[src/rtl/booth_seq_ctrl.sv]
// Sequential radix-2 Booth multiplier: one multiplier bit per clock over a
// shared add/subtract/shift datapath, valid/ready on both operand and product sides.
module booth_seq_ctrl #(
    parameter int WIDTH = 4,
    parameter int CW    = $clog2(WIDTH)
) (
    input  logic                 clk,
    input  logic                 rst,
    input  logic                 in_valid,
    output logic                 in_ready,
    input  logic [WIDTH-1:0]     a,
    input  logic [WIDTH-1:0]     b,
    output logic                 out_valid,
    input  logic                 out_ready,
    output logic [2*WIDTH-1:0]   y,
    output logic                 busy
);

    typedef enum logic [1:0] {
        IDLE = 2'd0,
        RUN  = 2'd1,
        DONE = 2'd2
    } state_t;

    localparam logic [CW-1:0] LAST = CW'(WIDTH - 1);

    state_t           state;
    state_t           state_nxt;
    logic [WIDTH:0]   m_reg;
    logic [WIDTH:0]   acc;
    logic [WIDTH-1:0] q_reg;
    logic             q_1;
    logic [CW-1:0]    cnt;

    logic [WIDTH:0]   sum;
    logic [WIDTH:0]   acc_sh;
    logic [WIDTH-1:0] q_sh;
    logic             accept;
    logic             last_step;

    assign accept    = in_valid && (state == IDLE);
    assign last_step = (cnt == LAST);

    // Booth recode of {Q[0],q_1}, then arithmetic shift of {A,Q,q_1}.
    // A carries one guard bit so -2^(W-1) * -2^(W-1) cannot overflow.
    always_comb begin
        sum = acc;
        case ({q_reg[0], q_1})
            2'b10:   sum = acc - m_reg;
            2'b01:   sum = acc + m_reg;
            default: sum = acc;
        endcase
        acc_sh = {sum[WIDTH], sum[WIDTH:1]};
        q_sh   = {sum[0], q_reg[WIDTH-1:1]};
    end

    always_ff @(posedge clk or posedge rst) begin
        if (rst) begin
            state <= IDLE;
        end else begin
            state <= state_nxt;
        end
    end

    always_comb begin
        state_nxt = state;
        case (state)
            IDLE:    if (in_valid)             state_nxt = RUN;
            RUN:     if (last_step)            state_nxt = DONE;
            DONE:    if (out_valid && out_ready) state_nxt = IDLE;
            default:                           state_nxt = IDLE;
        endcase
    end

    always_comb begin
        in_ready = (state == IDLE);
        busy     = (state != IDLE);
    end

    always_ff @(posedge clk or posedge rst) begin
        if (rst) begin
            m_reg     <= '0;
            acc       <= '0;
            q_reg     <= '0;
            q_1       <= 1'b0;
            cnt       <= '0;
            y         <= '0;
            out_valid <= 1'b0;
        end else begin
            case (state)
                IDLE: begin
                    if (accept) begin
                        m_reg <= {a[WIDTH-1], a};
                        q_reg <= b;
                        acc   <= '0;
                        q_1   <= 1'b0;
                        cnt   <= '0;
                    end
                end
                RUN: begin
                    acc   <= acc_sh;
                    q_reg <= q_sh;
                    q_1   <= q_reg[0];
                    cnt   <= cnt + CW'(1);
                    if (last_step) begin
                        y         <= {acc_sh[WIDTH-1:0], q_sh};
                        out_valid <= 1'b1;
                    end
                end
                DONE: begin
                    // y is deliberately kept after the handshake
                    if (out_valid && out_ready) out_valid <= 1'b0;
                end
                default: out_valid <= 1'b0;
            endcase
        end
    end

endmodule

[config.mk]
export PLATFORM = sky130hd
export DESIGN_NAME = booth_seq_ctrl
export DESIGN_NICKNAME = d
export VERILOG_FILES = /design/src/rtl/booth_seq_ctrl.sv
export SDC_FILE = /design/constraint.sdc
export NUM_CORES = 1
export LEC_CHECK = 0
export CORE_AREA = 2 2 54 56
export CTS_CLUSTER_SIZE = 20
export DETAILED_ROUTE_END_ITERATION = 6
export DIE_AREA = 0 0 56 58
export PLACE_DENSITY = 0.77
export SLEW_MARGIN = 30
export SYNTH_ARGS = -nofsm -noshare
export SYNTH_HDL_FRONTEND = slang
export SYNTH_SLANG_ARGS = --single-unit
[constraint.sdc]
create_clock -name clk -period 2.8 [get_ports clk]
set_input_delay 0.56 -clock clk [delete_from_list [all_inputs] [get_ports clk]]
set_output_delay 0.56 -clock clk [all_outputs]
set_load 0.02 [all_outputs]
==> qor.yml, run 1 <==
hold_class: "register to register"
vias: 991
drcViolationCount: 0
first_global_vias: 959
final.setup_skew_ps: 3.240
fp.dieW_um: 56
first_pass_iters: 4
synth_edf_count: 0
io_buffers: 22
p_leak_nw: 0.7727
num_antenna_cells: 0
whs_ps: 494.9
syn_area_um2: 1344
rows: 19
cp-start-kind: "register"
crit_type: "register to register"
relSlewSlack_pct: 66.63
track_usage_pct: 16.76
synth_top_area_share_pct: 48.42
r2r_cells: 9
cts_tree: "done"
outcome: "finished, final reports clean"
num_io_pins: 23
top_register: "y"
cap_violations: 0
clockBufferDepth: 2
ys.flop_type: "dfrtp_1"
core-area_um2: 2663
wirelength_mm: 2.534
grt_antenna_before_repair: 0
setup-violations-final: 0
r2r_start: "q_reg[0]"
cts_hold_buf: 0
cp_max_fo: 5
synth_area_leaders: "dfrtp_1, ha_1, mux2_2"
clk_latency_ps: 320
place.gp.congestion: 0.7684
ctsHtreeMaxLevel: 1
final_net_count: 175
synth_most_common_cell: "dfrtp_1"
avgSynthCellArea_um2: 10.34
cts_resized: 0
area_growth_syn_to_layout_pct: 22.44
synthArstFlopShare_pct: 100.0
drive_above_1_share_pct: 10.46
critPathArrivalTime_ps: 2840
fmax_mhz: 390.4
grt_max_degree: 27
synth_nets: 151
dp_hpwl_mm: 1.819
avgRoutedWirePerCell_um: 13.77
p_per_area_nw_per_um2: 1325
finalCriticalPeriod_ps: 2562
clk_pin_slew_ps: 140
root_buffer: "clkbuf_4"
post_cts_buffers: 0
place_area_um2: 1593
die_h_um: 58
netlist-cell-type-count: 28
totalNegativeSetupSlack_ps: 0
rsz0062_at_grt: "no"
grt_overflow: 0
hold_end: "y[4]"
hold_viol: 0
grt_pass1_wl_mm: 4.284
ir_worst_vdd_mv: 0.9695
antenna_left: 0
synth-warning-count: 0
ys_seq_area_share_pct: 48.42
timing.rr.end: "acc[3]"
floorplan.initialDensity_pct: 50.47
syn_inst: 130
cp.required_ps: 3070
hp-start: "y[4]"
finalInstanceArea_um2: 1645
synth_area_leader_cell: "dfrtp_1"
worst_slew_pin_slew_ps: 499.4
cts_buffers: 3
ys_seq_elements: 26
hold_depth: 2
setup.worst_path.end_class: "register"
largest_reg_flops: 8
synth_common_cells: "dfrtp_1, nand2_1, o21ai_0"
drv_slew: 0
r2r_slack_ps: 240
post-route-period-util_pct: 91.49
dieArea_um2: 3248
cts_sinks: 26
drtIter0Drc: 35
routed_via_density: 5.386
## per-layer routing
metal	vias to the layer above	global-route usage (%)	wire (um)
met5	-	0	0
met4	0	3.061	31
met3	4	5.134	93
met2	17	28.07	1238
met1	475	21.95	1171
li1	495	-	-
## logic make-up after synthesis
logic type / share of synthesized area (%)
simple gates: 12.57
fa+ha+maj: 8.939
flops: 48.42
compound gates: 12.38
mux: 11.17
xor+xnor: 3.259
buf+inv: 3.259
## critical path, stage by stage, from the launching register on
cell and delay [ps]:
dfrtp_1 400, inv_1 70, ha_1 240, mux2_2 390
fa_1 430, a21o_1 180, a21oi_2 140, xnor2_1 130
or4_1 420, nand3_1 90
## power by group
group / switching (mW) / internal [mW]
Clock: 0.114 / 0.145
Combinational: 0.651 / 0.585
Sequential: 0.138 / 0.547
## layout make-up
type / instances / area [um2]
fill: 230 / 1017
sequential: 26 / 650.6
multi-input combinational: 94 / 649.4
timing repair buffer: 24 / 235.2
tap: 31 / 38.79
clock inverter: 1 / 30.03
clock buffer: 3 / 22.52
inverter: 5 / 18.77
## cell usage in the layout (no fill, tap or decap), types with 3 or more instances in the layout
| cell type | Yosys | layout |
|---|---|---|
| o21ai_0 | 14 | 14 |
| mux2i_1 | 6 | 6 |
| ha_1 | 8 | 8 |
| nor2_1 | 7 | 7 |
| inv_1 | 5 | 5 |
| clkbuf_4 | 0 | 3 |
| nand2_1 | 17 | 17 |
| nand3_1 | 6 | 6 |
| clkdlybuf4s50_1 | 0 | 22 |
| dfrtp_1 | 26 | 26 |
| mux2_2 | 8 | 8 |
| xor2_1 | 3 | 3 |
| a21oi_1 | 5 | 5 |
## metrics by stage
step	utilization (%)	total power, mW	instances	setup WS, ps
after floorplan	-	1.576	130	427.2
after global placement	59.82	1.874	180	371.5
after detailed placement	59.82	1.918	180	284.3
after CTS	61.80	2.192	184	227.9
after global routing	61.80	2.375	184	90.36
final	61.80	2.180	184	238.3
## worst max path at each step
stage	end	slack, ps	from
after floorplan	acc[3]	430	q_reg[0]
after global placement	acc[3]	370	q_reg[0]
after detailed placement	acc[3]	280	q_reg[0]
after CTS	acc[3]	230	q_reg[0]
after global routing	acc[3]	90	q_reg[0]
final	acc[3]	240	q_reg[0]
No activity file was read; power rests on OpenSTA's default activity.
==> inputs of run 2 (changes only) <==
--- a/config.mk
+++ b/config.mk
@@ -5,11 +5,11 @@
 export SDC_FILE = /design/constraint.sdc
 export NUM_CORES = 1
 export LEC_CHECK = 0
-export CORE_AREA = 2 2 54 56
-export CTS_CLUSTER_SIZE = 20
+export CORE_AREA = 2 2 57 59
+export CTS_CLUSTER_SIZE = 10
 export DETAILED_ROUTE_END_ITERATION = 6
-export DIE_AREA = 0 0 56 58
-export PLACE_DENSITY = 0.77
+export DIE_AREA = 0 0 59 61
+export PLACE_DENSITY = 0.73
 export SLEW_MARGIN = 30
 export SYNTH_ARGS = -nofsm -noshare
 export SYNTH_HDL_FRONTEND = slang
==> constraint.sdc (replaced) <==
create_clock -name clk -period 2.3 [get_ports clk]
set_input_delay 0.46 -clock clk [delete_from_list [all_inputs] [get_ports clk]]
set_output_delay 0.46 -clock clk [all_outputs]
set_load 0.02 [all_outputs]
==> qor.yml, run 2 (synthesis gave the netlist of run 1 again) <==
wirelength_mm: 2.616
cp.required_ps: 2570
hold_viol: 0
grt_antenna_before_repair: 0
worst_slew_pin_slew_ps: 501.0
antenna_left: 0
rsz0062_at_grt: "yes"
post-route-period-util_pct: 99.32
cts_tree: "done"
setup-violations-final: 0
final_cell_mix: "dfrtp_1, clkdlybuf4s50_1, nand2_1"
core-area_um2: 2953
track_usage_pct: 16.79
r2r_slack_ps: 20
floorplan.initialDensity_pct: 45.51
cp_slowest_cell: "dfrtp_1"
largest_reg_flops: 8
crit_family: "adder cells"
critPathArrivalTime_ps: 2550
drtIter0Drc: 30
seqCellArea_um2: 650.6
totalNegativeSetupSlack_ps: 0
grt_pass1_wl_mm: 4.540
layout_setup_ws_ps: 15.74
clk_latency_ps: 320
ctsHtreeMaxLevel: 1
num-fill-cells: 278
hold_class: "input pin to async pin"
p_per_area_nw_per_um2: 1661
wl_met2_mm: 1.399
layout.cells.most_common: "dfrtp_1"
place.gp.congestion: 0.7564
max_stage_delay_ps: 400
io_buffers: 22
clk_pin_slew_ps: 140
path_cells: "inv_1, ha_4, mux2_4, fa_2, a21o_1, a21oi_2, xnor2_2, or4_1, nand3_1"
place_ws_ps: -62.12
dieArea_um2: 3599
setup.worst_path.end_class: "register"
crit_type: "register to register"
critPathBufInv: 1
cts_sinks: 26
grt_overflow: 0
drcViolationCount: 0
cap_violations: 0
top_layer: "met4"
relSlewSlack_pct: 66.52
first_pass_iters: 4
num_io_pins: 23
route.met3.wl_um: 67
wl_met1_mm: 1.134
r2r_cells: 9
fmax_mhz: 437.8
cp-start-kind: "register"
multi_input_area_um2: 688.2
first_global_vias: 1058
final_net_count: 181
r2r_start: "m_reg[1]"
die_h_um: 61
drive_above_1_share_pct: 17.61
avgRoutedWirePerCell_um: 13.63
cts_buffers: 3
finalCriticalPeriod_ps: 2284
fp.dieW_um: 59
area_growth_syn_to_layout_pct: 28.86
p_leak_nw: 0.8091
num_antenna_cells: 0
vias: 1036
drv_slew: 0
dp_hpwl_mm: 1.902
ir_worst_vdd_mv: 0.7484
root_buffer: "clkbuf_4"
cp_max_fo: 3
clockBufferDepth: 2
rows: 20
final.setup_skew_ps: 5.163
top_register: "y"
routed_via_density: 5.396
outcome: "finished, final reports clean"
timing.rr.end: "acc[3]"
grt_max_degree: 27
==> run 2: cell count changes in the layout (fill, tap and decap cells not counted), sizes merged <==
cell | previous run | this run
buf | 2 | 8
==> run 2: worst max path at each step <==
stage              from  endpoint  cells after the start
4_1_cts        m_reg[0]    acc[3]                      9
5_1_grt             q_1    acc[3]                      9
3_5_place_dp   q_reg[0]    acc[3]                      9
6_report       m_reg[1]    acc[3]                      9
2_1_floorplan  m_reg[0]    acc[3]                      9
3_3_place_gp   q_reg[0]    acc[3]                      9
==> run 2: worst min-delay path, cell delays in order <==
cell	delay, ps
clkdlybuf4s50_1	400
inv_1	50
buf_4	310
==> run 2: layout make-up <==
class / instances / area share, %
clock buffer: 3 / 1.301
clock inverter: 1 / 1.734
inverter: 5 / 1.084
multi-input combinational: 94 / 39.74
sequential: 26 / 37.57
tap: 33 / 2.384
timing repair buffer: 30 / 16.18
==> run 2: repair_timing <==
action | 4_1_cts | 5_1_grt
hold buffers | 0 | 0
pin swaps | 3 | 0
endpoints found under the setup margin | 1 | 2
resized for setup | 3 | 2
setup buffers | 1 | 2
==> run 2: routing by layer <==
metal / vias up / track usage, %
met5: - / 0
met4: 0 / 5.844
met3: 2 / 2.345
met2: 14 / 30.95
met1: 515 / 20.03
li1: 505 / -
==> run 2: power breakdown <==
| group | leakage [nW] | switching [mW] | internal (mW) |
|---|---|---|---|
| sequential | 0.324 | 0.164 | 0.667 |
| combinational | 0.457 | 0.849 | 0.882 |
| clock | 0.0279 | 0.138 | 0.176 |
==> run 2: per-stage QoR <==
step                      instances  instance area [um2]  total power, mW  hold WS, ps  utilization, %
after CTS                       190                 1704            2.825        485.3           57.71
after floorplan                 130                 1353            1.939        457.8               -
after detailed placement        185                 1627            2.409        469.1           55.08
final                           192                 1732            2.876        468.9           58.64
after global routing            192                 1732            3.135        494.8           58.64
after global placement          185                 1627            2.356        461.3           55.08
==> inputs of run 3 (changes only) <==
--- a/config.mk
+++ b/config.mk
@@ -9,7 +9,7 @@
 export CTS_CLUSTER_SIZE = 10
 export DETAILED_ROUTE_END_ITERATION = 6
 export DIE_AREA = 0 0 59 61
-export PLACE_DENSITY = 0.73
+export PLACE_DENSITY = 0.72
 export SLEW_MARGIN = 30
 export SYNTH_ARGS = -nofsm -noshare
 export SYNTH_HDL_FRONTEND = slang
==> qor.yml, run 3 (synthesis gave the netlist of run 1 again) <==
cp-start-kind: "register"
place.gp.congestion: 0.7376
critPathArrivalTime_ps: 2630
outcome: "finished, violations left"
rsz0062_at_grt: "yes"
cts_sinks: 26
hold_viol: 0
relSlewSlack_pct: 67.54
wirelength_mm: 2.638
hold_class: "input pin to async pin"
drive_above_1_share_pct: 16.88
cts_buffers: 3
cts_tree: "done"
num-fill-cells: 266
fmax_mhz: 426.7
drv_slew: 0
whs_ps: 477.0
p_leak_nw: 0.8151
post-route-period-util_pct: 101.9
finalCriticalPeriod_ps: 2344
grt_overflow: 0
violations: "setup timing"
dieArea_um2: 3599
layout.cells.most_common: "dfrtp_1"
drtIter0Drc: 29
setup-violations-final: 1
largest_reg_flops: 8
place_ws_ps: -41.78
dp_cells: 185
grt_max_degree: 27
area_growth_syn_to_layout_pct: 28.49
io_buffers: 22
multi_input_area_um2: 675.6
final_util_pct: 58.47
avgRoutedWirePerCell_um: 13.67
floorplan.initialDensity_pct: 45.51
clk_latency_ps: 330
ir_worst_vdd_mv: 0.9454
num_antenna_cells: 0
vias: 1017
track_usage_pct: 16.73
dp_hpwl_mm: 1.898
setup.worst_path.end_class: "register"
seqCellArea_um2: 650.6
die_h_um: 61
ctsHtreeMaxLevel: 1
root_buffer: "clkbuf_4"
routed_via_density: 5.269
clockBufferDepth: 2
final_net_count: 182
rows: 20
first_pass_iters: 7
fp.dieW_um: 59
first_global_vias: 1014
finalInstanceArea_um2: 1727
worst_slew_pin_slew_ps: 485.7
cp_max_fo: 3
p_per_area_nw_per_um2: 1637
final.setup_skew_ps: 4.371
crit_type: "register to register"
cp.required_ps: 2580
drcViolationCount: 0
antenna_left: 0
layout_setup_ws_ps: -43.60
num_io_pins: 23
grt_antenna_before_repair: 0
core-area_um2: 2953
finalNonFillerCells: 193
top_register: "y"
cts_hold_buf: 0
place_area_um2: 1627
final_cell_mix: "dfrtp_1, clkdlybuf4s50_1, nand2_1"
grt_pass1_wl_mm: 4.519
cap_violations: 0
clk_pin_slew_ps: 150
run 3: cell types whose count changed in the layout (fill, tap and decap cells not counted):
cell   delta
ha_1      +1
buf_4     +1
inv_1     +1
inv_2     -1
ha_4      -1
run 3: power breakdown:
group	internal, mW	switching [mW]	total (mW)
clock	0.176	0.148	0.324
sequential	0.666	0.164	0.830
combinational	0.841	0.832	1.67
run 3: worst max-delay path, cell delays in order, from the launching register on:
cell	delay, ps
dfrtp_1	390
inv_1	50
ha_1	280
mux2_4	280
fa_2	350
a21o_1	180
a21oi_2	180
xnor2_2	100
or4_1	400
nand3_1	90
run 3: layout make-up:
class / count / area share, %
Tap cell: 33 / 2.391
Timing Repair Buffer: 31 / 16.67
Clock inverter: 1 / 1.739
Clock buffer: 3 / 1.304
Multi-Input combinational cell: 94 / 39.13
Inverter: 5 / 1.087
Sequential cell: 26 / 37.68
run 3: metal layers:
metal	share of wire, %	up-vias	track usage [%]
met5	0	-	0
met4	0.95	0	5.844
met3	3.6	4	2.559
met2	50	21	28.89
met1	45	488	21.49
li1	-	504	-
run 3: repair_timing:
item	4_1_cts	5_1_grt
gates resized for setup	1	2
pin swaps	3	2
setup endpoints to repair	1	2
buffers inserted	1	3
run 3: through the flow:
stage / TNS [ps] / power (mW)
CTS: -24.45 / 2.763
global placement: 0 / 2.351
global route: -243.9 / 3.067
floorplan: 0 / 1.939
finish: -43.60 / 2.827
detailed placement: -41.78 / 2.405
run 3: final timing paths:
path | startpoint | to | slack, ps | depth (start not counted)
hold reg to reg | y[6] | y[6] | 500 | 2
setup reg to reg | m_reg[0] | acc[3] | -40 | 9
setup / recovery | m_reg[0] | acc[3] | -40 | 9
min in group clk | y[6] | y[6] | 500 | 2
hold / removal | rst | y[5] | 480 | 3
max in group asynchronous | rst | m_reg[1] | 1570 | 3
